### config.mk
export PLATFORM = sky130hd
export DESIGN_NAME = seq_adder
export DESIGN_NICKNAME = d
export VERILOG_FILES = /design/src/rtl/seq_adder_pkg.sv /design/src/rtl/digit_adder.sv /design/src/rtl/seq_adder.sv
export SDC_FILE = /design/constraint.sdc
export NUM_CORES = 1
export LEC_CHECK = 0
export CORE_MARGIN = 5
export CORE_UTILIZATION = 55
export CTS_CLUSTER_DIAMETER = 200
export CTS_CLUSTER_SIZE = 30
export DETAILED_ROUTE_END_ITERATION = 8
export DONT_BUFFER_PORTS = 1
export PLACE_DENSITY = 0.76
export SYNTH_ARGS = -nofsm -noshare
export SYNTH_HDL_FRONTEND = slang
export SYNTH_HIERARCHICAL = 1
export SYNTH_SLANG_ARGS = --single-unit
### constraint.sdc
create_clock -name clk -period 5 [get_ports clk]
set_input_delay 1 -clock clk [delete_from_list [all_inputs] [get_ports clk]]
set_output_delay 1 -clock clk [all_outputs]
set_load 0.01 [all_outputs]
### src/rtl/seq_adder_pkg.sv
// Shared types and helpers for the digit-serial adder/subtractor.
// Imported by seq_adder and digit_adder.
package seq_adder_pkg;

  typedef enum logic [1:0] {
    IDLE = 2'd0,
    RUN  = 2'd1,
    DONE = 2'd2
  } state_t;

  function automatic int cnt_w(input int ndig);
    return (ndig > 1) ? $clog2(ndig) : 1;
  endfunction

endpackage

### src/rtl/digit_adder.sv
// DIGIT-bit ripple of one-bit full adders.
// Purely combinational; one digit of the serial add.
module digit_adder
  import seq_adder_pkg::*;
#(
  parameter int DIGIT = 4
) (
  input  logic [DIGIT-1:0] x,
  input  logic [DIGIT-1:0] y,
  input  logic             ci,
  output logic [DIGIT-1:0] s,
  output logic             co
);

  logic [DIGIT:0] w_c;

  assign w_c[0] = ci;

  for (genvar i = 0; i < DIGIT; i++) begin : g_fa
    assign s[i]     = x[i] ^ y[i] ^ w_c[i];
    assign w_c[i+1] = (x[i] & y[i])
                    | (w_c[i] & (x[i] ^ y[i]));
  end

  assign co = w_c[DIGIT];

endmodule

### src/rtl/seq_adder.sv
// Multi-cycle adder/subtractor: DIGIT bits per clock,
// valid/ready on both sides, overflow and zero flags.
module seq_adder
  import seq_adder_pkg::*;
#(
  parameter int WIDTH = 32,
  parameter int DIGIT = 4
) (
  input  logic             clk,
  input  logic             rst_n,
  input  logic             in_valid,
  output logic             in_ready,
  input  logic [WIDTH-1:0] a,
  input  logic [WIDTH-1:0] b,
  input  logic             cin,
  input  logic             sub,
  output logic             out_valid,
  input  logic             out_ready,
  output logic [WIDTH-1:0] sum,
  output logic             cout,
  output logic             overflow,
  output logic             zero
);

  localparam int NDIG = WIDTH / DIGIT;
  localparam int CW   = cnt_w(NDIG);

  if ((WIDTH % DIGIT) != 0) begin : g_chk_mul
    $error("seq_adder: WIDTH must be a multiple of DIGIT");
  end
  if (DIGIT < 1 || DIGIT > WIDTH) begin : g_chk_rng
    $error("seq_adder: DIGIT out of range");
  end

  state_t r_state;
  state_t w_next;

  logic [WIDTH-1:0] r_a;
  logic [WIDTH-1:0] r_b;
  logic [WIDTH-1:0] r_sum;
  logic [CW-1:0]    r_cnt;
  logic             r_carry;
  logic             r_sa;
  logic             r_sb;
  logic             r_cout;
  logic             r_ovf;
  logic             r_zero;

  logic             w_acc;
  logic             w_hs;
  logic             w_last;
  logic             w_in_ready;
  logic             w_out_valid;
  logic [WIDTH-1:0] w_beff;
  logic [DIGIT-1:0] w_s;
  logic             w_co;
  logic [WIDTH-1:0] w_nsum;

  assign w_acc  = in_valid && w_in_ready;
  assign w_hs   = w_out_valid && out_ready;
  assign w_last = (r_cnt == CW'(NDIG - 1));
  assign w_beff = sub ? ~b : b;

  // State register
  always_ff @(posedge clk) begin
    if (!rst_n) begin
      r_state <= IDLE;
    end else begin
      r_state <= w_next;
    end
  end

  // Next-state logic
  always_comb begin
    w_next = r_state;
    unique case (r_state)
      IDLE: begin
        if (w_acc) w_next = RUN;
      end
      RUN: begin
        if (w_last) w_next = DONE;
      end
      DONE: begin
        if (w_hs) w_next = w_acc ? RUN : IDLE;
      end
      default: w_next = IDLE;
    endcase
  end

  // Handshake outputs
  always_comb begin
    w_in_ready  = 1'b0;
    w_out_valid = 1'b0;
    unique case (r_state)
      IDLE: w_in_ready = 1'b1;
      RUN:  w_in_ready = 1'b0;
      DONE: begin
        w_out_valid = 1'b1;
        w_in_ready  = out_ready;
      end
      default: w_in_ready = 1'b0;
    endcase
  end

  digit_adder #(
    .DIGIT (DIGIT)
  ) u_dig (
    .x  (r_a[DIGIT-1:0]),
    .y  (r_b[DIGIT-1:0]),
    .ci (r_carry),
    .s  (w_s),
    .co (w_co)
  );

  // New digit enters at the top; after NDIG shifts
  // digit 0 has reached the LSB position.
  assign w_nsum = (r_sum >> DIGIT)
                | (WIDTH'(w_s) << (WIDTH - DIGIT));

  always_ff @(posedge clk) begin
    if (!rst_n) begin
      r_a     <= '0;
      r_b     <= '0;
      r_sum   <= '0;
      r_cnt   <= '0;
      r_carry <= 1'b0;
      r_sa    <= 1'b0;
      r_sb    <= 1'b0;
      r_cout  <= 1'b0;
      r_ovf   <= 1'b0;
      r_zero  <= 1'b0;
    end else if (w_acc) begin
      r_a     <= a;
      r_b     <= w_beff;
      r_sa    <= a[WIDTH-1];
      r_sb    <= w_beff[WIDTH-1];
      r_carry <= sub ? 1'b1 : cin;
      r_cnt   <= '0;
    end else if (r_state == RUN) begin
      r_a     <= r_a >> DIGIT;
      r_b     <= r_b >> DIGIT;
      r_sum   <= w_nsum;
      r_carry <= w_co;
      r_cnt   <= r_cnt + CW'(1);
      if (w_last) begin
        r_cout <= w_co;
        r_ovf  <= (r_sa == r_sb)
               && (w_nsum[WIDTH-1] != r_sa);
        r_zero <= (w_nsum == '0);
      end
    end
  end

  assign in_ready  = w_in_ready;
  assign out_valid = w_out_valid;
  assign sum       = r_sum;
  assign cout      = r_cout;
  assign overflow  = r_ovf;
  assign zero      = r_zero;

endmodule

### After elaboration in Yosys (flattened, before gate mapping)

Cells that the tools add are included.

| storage, ports and cells | value |
|---|---|
| logic and storage cells | 69 |
| output and inout bits | 37 |
| RAM bits | 0 |
| flip-flop bits (word level) | 107 |
| bits in read-only memories | 0 |
| input port bits | 70 |
| bits in latches | 0 |
| memories kept | 0 |

| operators by class | value |
|---|---|
| reductions and logical operators | 10 |
| equality and inequality tests | 8 |
| magnitude comparators | 0 |
| multipliers | 0 |
| $add $sub $neg | 1 |
| divide/modulo/power cells | 0 |
| mux-type cells | 15 |
| shift operators | 0 |
| bitwise logic cells | 24 |

Operators by type and width:

| cell | number |
|---|---|
| 32-bit two-way mux | 5 |
| 32-bit logical NOT | 1 |
| 32-bit inverter | 1 |
| 28-bit by 32-bit bitwise OR with 32-bit output | 1 |
| 1-bit bitwise AND | 8 |
| 1-bit bitwise XOR | 8 |
| 2-bit two-way mux | 3 |
| 2-bit inequality test (second input constant) | 3 |
| 2-bit one-hot mux with 3 select lines | 1 |
| 3-bit AND reduction | 2 |
| 1-bit two-way mux | 5 |
| 1-bit bitwise OR | 4 |
| 3-bit by 1-bit adder with 3-bit output (second input constant) | 1 |
| 3-bit == test (second input constant) | 1 |
| 1-bit logical AND | 3 |
| 2-bit by 1-bit == test with 1-bit output (second input constant) | 1 |
| 2-bit == test (second input constant) | 1 |
| 2-bit logical NOT | 1 |
| 1-bit inverter | 2 |
| 1-bit one-hot mux with 2 select lines | 1 |
| 2-bit AND reduction | 1 |
| 2-bit nonzero test | 1 |
| 2-bit OR reduction | 1 |
| 1-bit == test | 1 |
| 1-bit inequality test | 1 |

### Depth between registers and ports, before layout

| logic depth | value |
|---|---|
| word-level depth | 11 |
| gate-level depth with buffers | 12 |
| gate-level depth less buffers | 12 |

### By module

Netlist, hierarchy kept.

Modules (own cells, without submodules):

| module | sequential area each (um^2) | instances | cells each | area each (um^2) |
|---|---|---|---|---|
| seq_adder | 2142.1 | 1 | 618 | 4869.7 |
| digit_adder | 0.0 | 1 | 14 | 117.6 |

### Worst setup path after synthesis

OpenSTA, ideal clock, no wires.

| path | value |
|---|---|
| path type | register to register |
| start | register r_b[0] |
| end | register r_zero (netlist: zero) |
| required time | 4.916 ns |
| arrival | 2.628 ns |
| slack | 2.287 ns |
| buffers on the path | 0 |
| setup time | 0.084 ns |
| clock period less this slack | 2.713 ns |
| cell stages (with the launch flop) | 13 |
| cell sequence | dfxtp_1 -> fa_1 -> inv_1 -> fa_1 -> inv_1 -> fa_1 -> inv_1 -> fa_1 -> inv_1 -> nor4b_2 -> nand4_1 -> or4_1 -> o31ai_2 |

| on the way | value |
|---|---|
| cells in the longest elaborated chain, start to end | 10 |
| elaborated cells on any way between the ends | 14 |
| those cells by class | 13 x bitwise; 1 x reduce/logical |

RTL lines:

| item | RTL line | RTL |
|---|---|---|
| from (decl) | seq_adder.sv:39 | `logic [WIDTH-1:0] r_b;` |
| from (signal assigned) | seq_adder.sv:134 | `r_b <= w_beff;` |
| from (signal assigned) | seq_adder.sv:141 | `r_b <= r_b >> DIGIT;` |
| 1-bit bitwise XOR | digit_adder.sv:22 | `\| (w_c[i] & (x[i] ^ y[i]));` |
| 1-bit bitwise AND | digit_adder.sv:22 |  |
| 1-bit bitwise OR * | digit_adder.sv:22 |  |
| 1-bit bitwise AND * | digit_adder.sv:22 |  |
| 1-bit bitwise OR * | digit_adder.sv:22 |  |
| 1-bit bitwise AND * | digit_adder.sv:22 |  |
| 1-bit bitwise OR * | digit_adder.sv:22 |  |
| 1-bit bitwise XOR * | digit_adder.sv:20 | `assign s[i] = x[i] ^ y[i] ^ w_c[i];` |
| net w_s[3] | seq_adder.sv:55 | `logic [DIGIT-1:0] w_s;` |
| 28-bit by 32-bit bitwise OR with 32-bit output * | seq_adder.sv:118 | `\| (WIDTH'(w_s) << (WIDTH - DIGIT));` |
| 32-bit logical NOT * | seq_adder.sv:149 | `r_zero <= (w_nsum == '0);` |
| to (signal assigned) | seq_adder.sv:149 |  |
| to (decl) | seq_adder.sv:47 | `logic r_zero;` |

The timed path passes the listed nets; every way through them passes the cells marked *.
A chain may end at the register's enable or synchronous reset.

### Worst setup path after layout

| path | value |
|---|---|
| start | register r_a[0] |
| end | register r_zero (netlist: zero) |

| on the way | value |
|---|---|
| cells in the longest elaborated chain, start to end | 10 |
| elaborated cells on any way between the ends | 14 |
| those cells by class | 13 x bitwise; 1 x reduce/logical |

RTL lines:

| item | RTL line | RTL |
|---|---|---|
| from (decl) | seq_adder.sv:38 | `logic [WIDTH-1:0] r_a;` |
| from (signal assigned) | seq_adder.sv:140 | `r_a <= r_a >> DIGIT;` |
| 1-bit bitwise XOR | digit_adder.sv:22 |  |
| 1-bit bitwise AND | digit_adder.sv:22 |  |
| 1-bit bitwise OR * | digit_adder.sv:22 |  |
| 1-bit bitwise AND * | digit_adder.sv:22 |  |
| 1-bit bitwise OR * | digit_adder.sv:22 |  |
| 1-bit bitwise AND * | digit_adder.sv:22 |  |
| 1-bit bitwise OR * | digit_adder.sv:22 |  |
| 1-bit bitwise XOR * | digit_adder.sv:20 |  |
| net w_s[3] | seq_adder.sv:55 |  |
| 28-bit by 32-bit bitwise OR with 32-bit output * | seq_adder.sv:118 |  |
| 32-bit logical NOT * | seq_adder.sv:149 |  |

Marked as above.

==> impl_results.rst <==
.. list-table::
   :header-rows: 1

   * - Metric
     - Value
   * - Most frequently used flop master after synthesis
     - sky130_fd_sc_hd__dfxtp_1
   * - Sinks on Clock Net
     - roughly 110
   * - Portion of total power attributed to sequential cells
     - roughly 54%
   * - Peak VDD IR
     - ~160 µV
   * - Final std cells w/o fill
     - around 700
   * - Number of buffers added by the clock tree synthesis step
     - 9
   * - Pleak
     - about 0.0022 µW
   * - Full die area
     - between 0.01 and 0.015 mm²
   * - Required time at the endpoint of the critical path
     - approximately 5300 ps
   * - Total length of routed met2 wires
     - between 5000 and 6000 µm
   * - Achievable frequency
     - roughly 0.34 GHz
   * - Result of the run
     - finished clean
   * - ANT nets after route
     - 0
   * - Top cells by count, synth
     - 220 x sky130_fd_sc_hd__nand2_1, 107 x sky130_fd_sc_hd__dfxtp_1, 64 x sky130_fd_sc_hd__nand3_1, 41 x sky130_fd_sc_hd__a21boi_1, 31 x sky130_fd_sc_hd__and3_1
   * - Insertion delay to the later sink of the worst-skew pair
     - 380 ps
   * - Arrival time at the worst endpoint
     - 3230 ps
   * - Clock tree from TritonCTS
     - built
   * - Number of flops mapped to enable cells by yosys
     - 0
   * - Fin Clk Skew
     - about 23 ps
   * - Routed Wire Length
     - between 10000 and 15000 µm
   * - Switch Pwr
     - about 520 µW
   * - CP Max Fanout
     - 4
   * - Rows
     - 34
   * - Power Density
     - 338.9 mW/mm²
   * - Switching power as a share of total power
     - between 20% and 30%
   * - Net count after synthesis
     - just over 700
   * - Initial cell density of the core
     - roughly 57%
   * - Maximum buffer depth of the clock tree
     - 2
   * - Avg Synthesized Cell Area
     - about 8 µm²
   * - FF+latch count, synth
     - 107
   * - Portion of synthesized cell area occupied by the leading cell type
     - around 43%
   * - Iter 0 DRT Violations
     - about 220
   * - M1 WL
     - slightly below 5000 µm
   * - Total track usage
     - ~19%
   * - Count of different cell masters after synthesis
     - 33
   * - Cells after DPL
     - approximately 690
   * - Async set or reset register ratio after synthesis
     - 0%
   * - Average routed wire per standard cell
     - about 15 µm
   * - Share of the cycle needed by the critical path after routing
     - around three fifths
   * - Congestion Overflow GR
     - 0
   * - Nets@finish
     - 670
   * - Sequential cell area
     - about 0.0021 mm²
   * - Die X-Extent
     - between 100 and 150 µm
   * - Number of buffers inserted to repair setup after CTS
     - 0
   * - Combinational power share
     - about 14%
   * - Core region area
     - around 0.009 mm²
   * - Post-route DRC
     - 0
   * - Root Buffer
     - sky130_fd_sc_hd__clkbuf_8
   * - Inserted Diodes
     - 0
   * - Least-Margin Pin Slew
     - 1041 ps
   * - Number of I/O port buffers
     - 0
   * - Fill count
     - roughly 810
   * - Register clock-pin slew on the reported worst setup and hold paths
     - around 110 ps
   * - Die height
     - 105.2 µm
   * - CP Capture Type
     - flip-flop
   * - Hold/Removal Path Class
     - flip-flop to flip-flop
   * - Number of pins exceeding their max-slew limit in the final report
     - 0
   * - Maximum number of pins on one net before global-route repair
     - 107
   * - Final critical path time including I/O delays and setup
     - between 2000 and 3000 ps
   * - RePlAce Congestion
     - about 0.81
   * - Worst rel slew slack
     - 30.59%
   * - Antenna violations before repair
     - 0
   * - Vias per inst
     - 5.624
   * - Int Pwr
     - 1224 µW
   * - H-tree levels
     - 3
   * - Metal3 WL
     - 758 µm
   * - # setup viols final
     - 0
   * - Worst setup margin
     - between 2000 and 2500 ps
   * - Dpl hpwl
     - a little over 7000 µm
   * - Syn. warnings
     - 6
   * - Combined area of all synthesized cells
     - around 0.0050 mm²
   * - Setup TNS
     - 0 ps
   * - Vias
     - approximately 4.0k
   * - Synthesized instance count
     - 632
   * - Portion of the post-synthesis area used by sequential elements
     - between 40% and 50%
   * - Ports
     - 107
   * - Share of post-route cells with drive strength above 1
     - 4.007%
   * - Crit path kind
     - flip-flop to flip-flop
   * - Most numerous cell in the Yosys netlist
     - sky130_fd_sc_hd__nand2_1
   * - Multi-input gate area
     - around 0.0026 mm²
   * - Worst setup slack before clock tree synthesis
     - between 2000 and 2500 ps
   * - Uppermost metal layer occupied by signal nets
     - met4
   * - Number of hold-repair buffers added at the cts stage
     - 0
   * - Setup repair after global routing missed its margin
     - no
   * - Setup crit start kind
     - flip-flop
   * - Number of gates resized after CTS
     - 0
   * - Router iterations before antenna repair
     - 4
   * - Most area-consuming cells after synthesis
     - sky130_fd_sc_hd__dfxtp_1 43%, sky130_fd_sc_hd__nand2_1 17%, sky130_fd_sc_hd__nand3_1 6.4%
   * - Via count of the first global-routing pass
     - 3773
   * - Global-route wire length before repair
     - roughly 18000 µm
   * - Clk network pwr share
     - a little under a third
   * - Max Cap Viol
     - 0
   * - Final hold violation count
     - 0
   * - Cell type contributing the most total cell area after synthesis
     - sky130_fd_sc_hd__dfxtp_1
   * - Relative area change from synthesis to final layout
     - 3.337%
## metal layers
layer / vias to the layer above / global-route usage (%)
met5: - / 0
met4: 0 / 6.119
met3: 14 / 5.257
met2: 91 / 30.16
met1: 1855 / 25.81
li1: 2016 / -
## flip-flops by register name, summed over array words and instances, names as in the netlist
name and cells:
r_sa 1, sum 32, zero 1, r_state 2
r_a 32, r_b 32, cout 1, r_cnt 3
overflow 1, r_carry 1, r_sb 1
## worst max-delay path, stage by stage (launching register included)
cell,delay [ps]
sky130_fd_sc_hd__dfxtp_1,380
sky130_fd_sc_hd__fa_1,190
sky130_fd_sc_hd__inv_1,50
sky130_fd_sc_hd__fa_1,350
sky130_fd_sc_hd__inv_1,80
sky130_fd_sc_hd__fa_1,160
sky130_fd_sc_hd__inv_1,50
sky130_fd_sc_hd__fa_1,470
sky130_fd_sc_hd__inv_1,80
sky130_fd_sc_hd__nor4b_2,270
sky130_fd_sc_hd__nand4_1,100
sky130_fd_sc_hd__or4_1,500
sky130_fd_sc_hd__o31ai_2,170
## power groups by stage
stage	combinational (µW)	clock, µW	sequential (µW)
after detailed placement	253	0	967
final	250	548	948
after CTS	254	561	948
after global routing	288	601	954
after floorplan	230	0	956
after global placement	245	0	965
## stage by stage
step	utilization, %	hold WS [ps]	area (µm²)	total power [µW]
after floorplan	-	439.5	4987	1187
after global placement	56.41	445.3	4943	1210
after detailed placement	56.41	453.9	4943	1220
after CTS	58.81	470.3	5154	1763
after global routing	58.81	503.7	5154	1843
final	58.81	471.2	5154	1747
## cell usage in the layout (no fill, tap or decap), types with 2 or more instances in the layout
cell type	n
sky130_fd_sc_hd__or4_1	2
sky130_fd_sc_hd__nand2_1	220
sky130_fd_sc_hd__a21boi_1	41
sky130_fd_sc_hd__nor4_1	5
sky130_fd_sc_hd__inv_1	10
sky130_fd_sc_hd__ha_1	2
sky130_fd_sc_hd__clkbuf_8	9
sky130_fd_sc_hd__buf_4	2
sky130_fd_sc_hd__o211a_1	28
sky130_fd_sc_hd__nor2b_1	4
sky130_fd_sc_hd__and3_1	31
sky130_fd_sc_hd__nand3_1	64
sky130_fd_sc_hd__inv_8	4
sky130_fd_sc_hd__xnor2_1	29
sky130_fd_sc_hd__and2_1	3
sky130_fd_sc_hd__nand2b_4	2
sky130_fd_sc_hd__xor2_1	4
sky130_fd_sc_hd__dfxtp_1	107
sky130_fd_sc_hd__o21a_1	3
sky130_fd_sc_hd__nor2_1	3
sky130_fd_sc_hd__nand2b_1	3
sky130_fd_sc_hd__a21oi_1	5
sky130_fd_sc_hd__fa_1	4
## cells by family after synthesis
group,after synthesis,share of synthesized area (%)
and+or+nand+nor,344,30.61
DFF,107,42.95
AOI/OAI and AO/OA,81,13.45
buffers and inverters,61,5.093
xor gates and xnor gates,33,5.795
adders and majority gates,6,2.107
## cell type report
class | count | share of cell area, %
multi-input cells | 464 | 50.72
flip-flops and latches | 107 | 41.56
well taps | 108 | 2.622
clock buffers | 9 | 2.404
clock inverters | 7 | 1.675
inverters | 10 | 0.7283
repair buffers | 2 | 0.2913
## worst paths after layout
| check | depth (start not counted) | slack (ps) | start | to |
|---|---|---|---|---|
| min reg2reg | 2 | 470 | r_cnt[2] | r_cnt[2] |
| max reg2reg | 12 | 2060 | r_a[0] | zero |
| min | 2 | 470 | r_cnt[2] | r_cnt[2] |
| max | 12 | 2060 | r_a[0] | zero |
No activity file was read; power rests on OpenSTA's default activity.
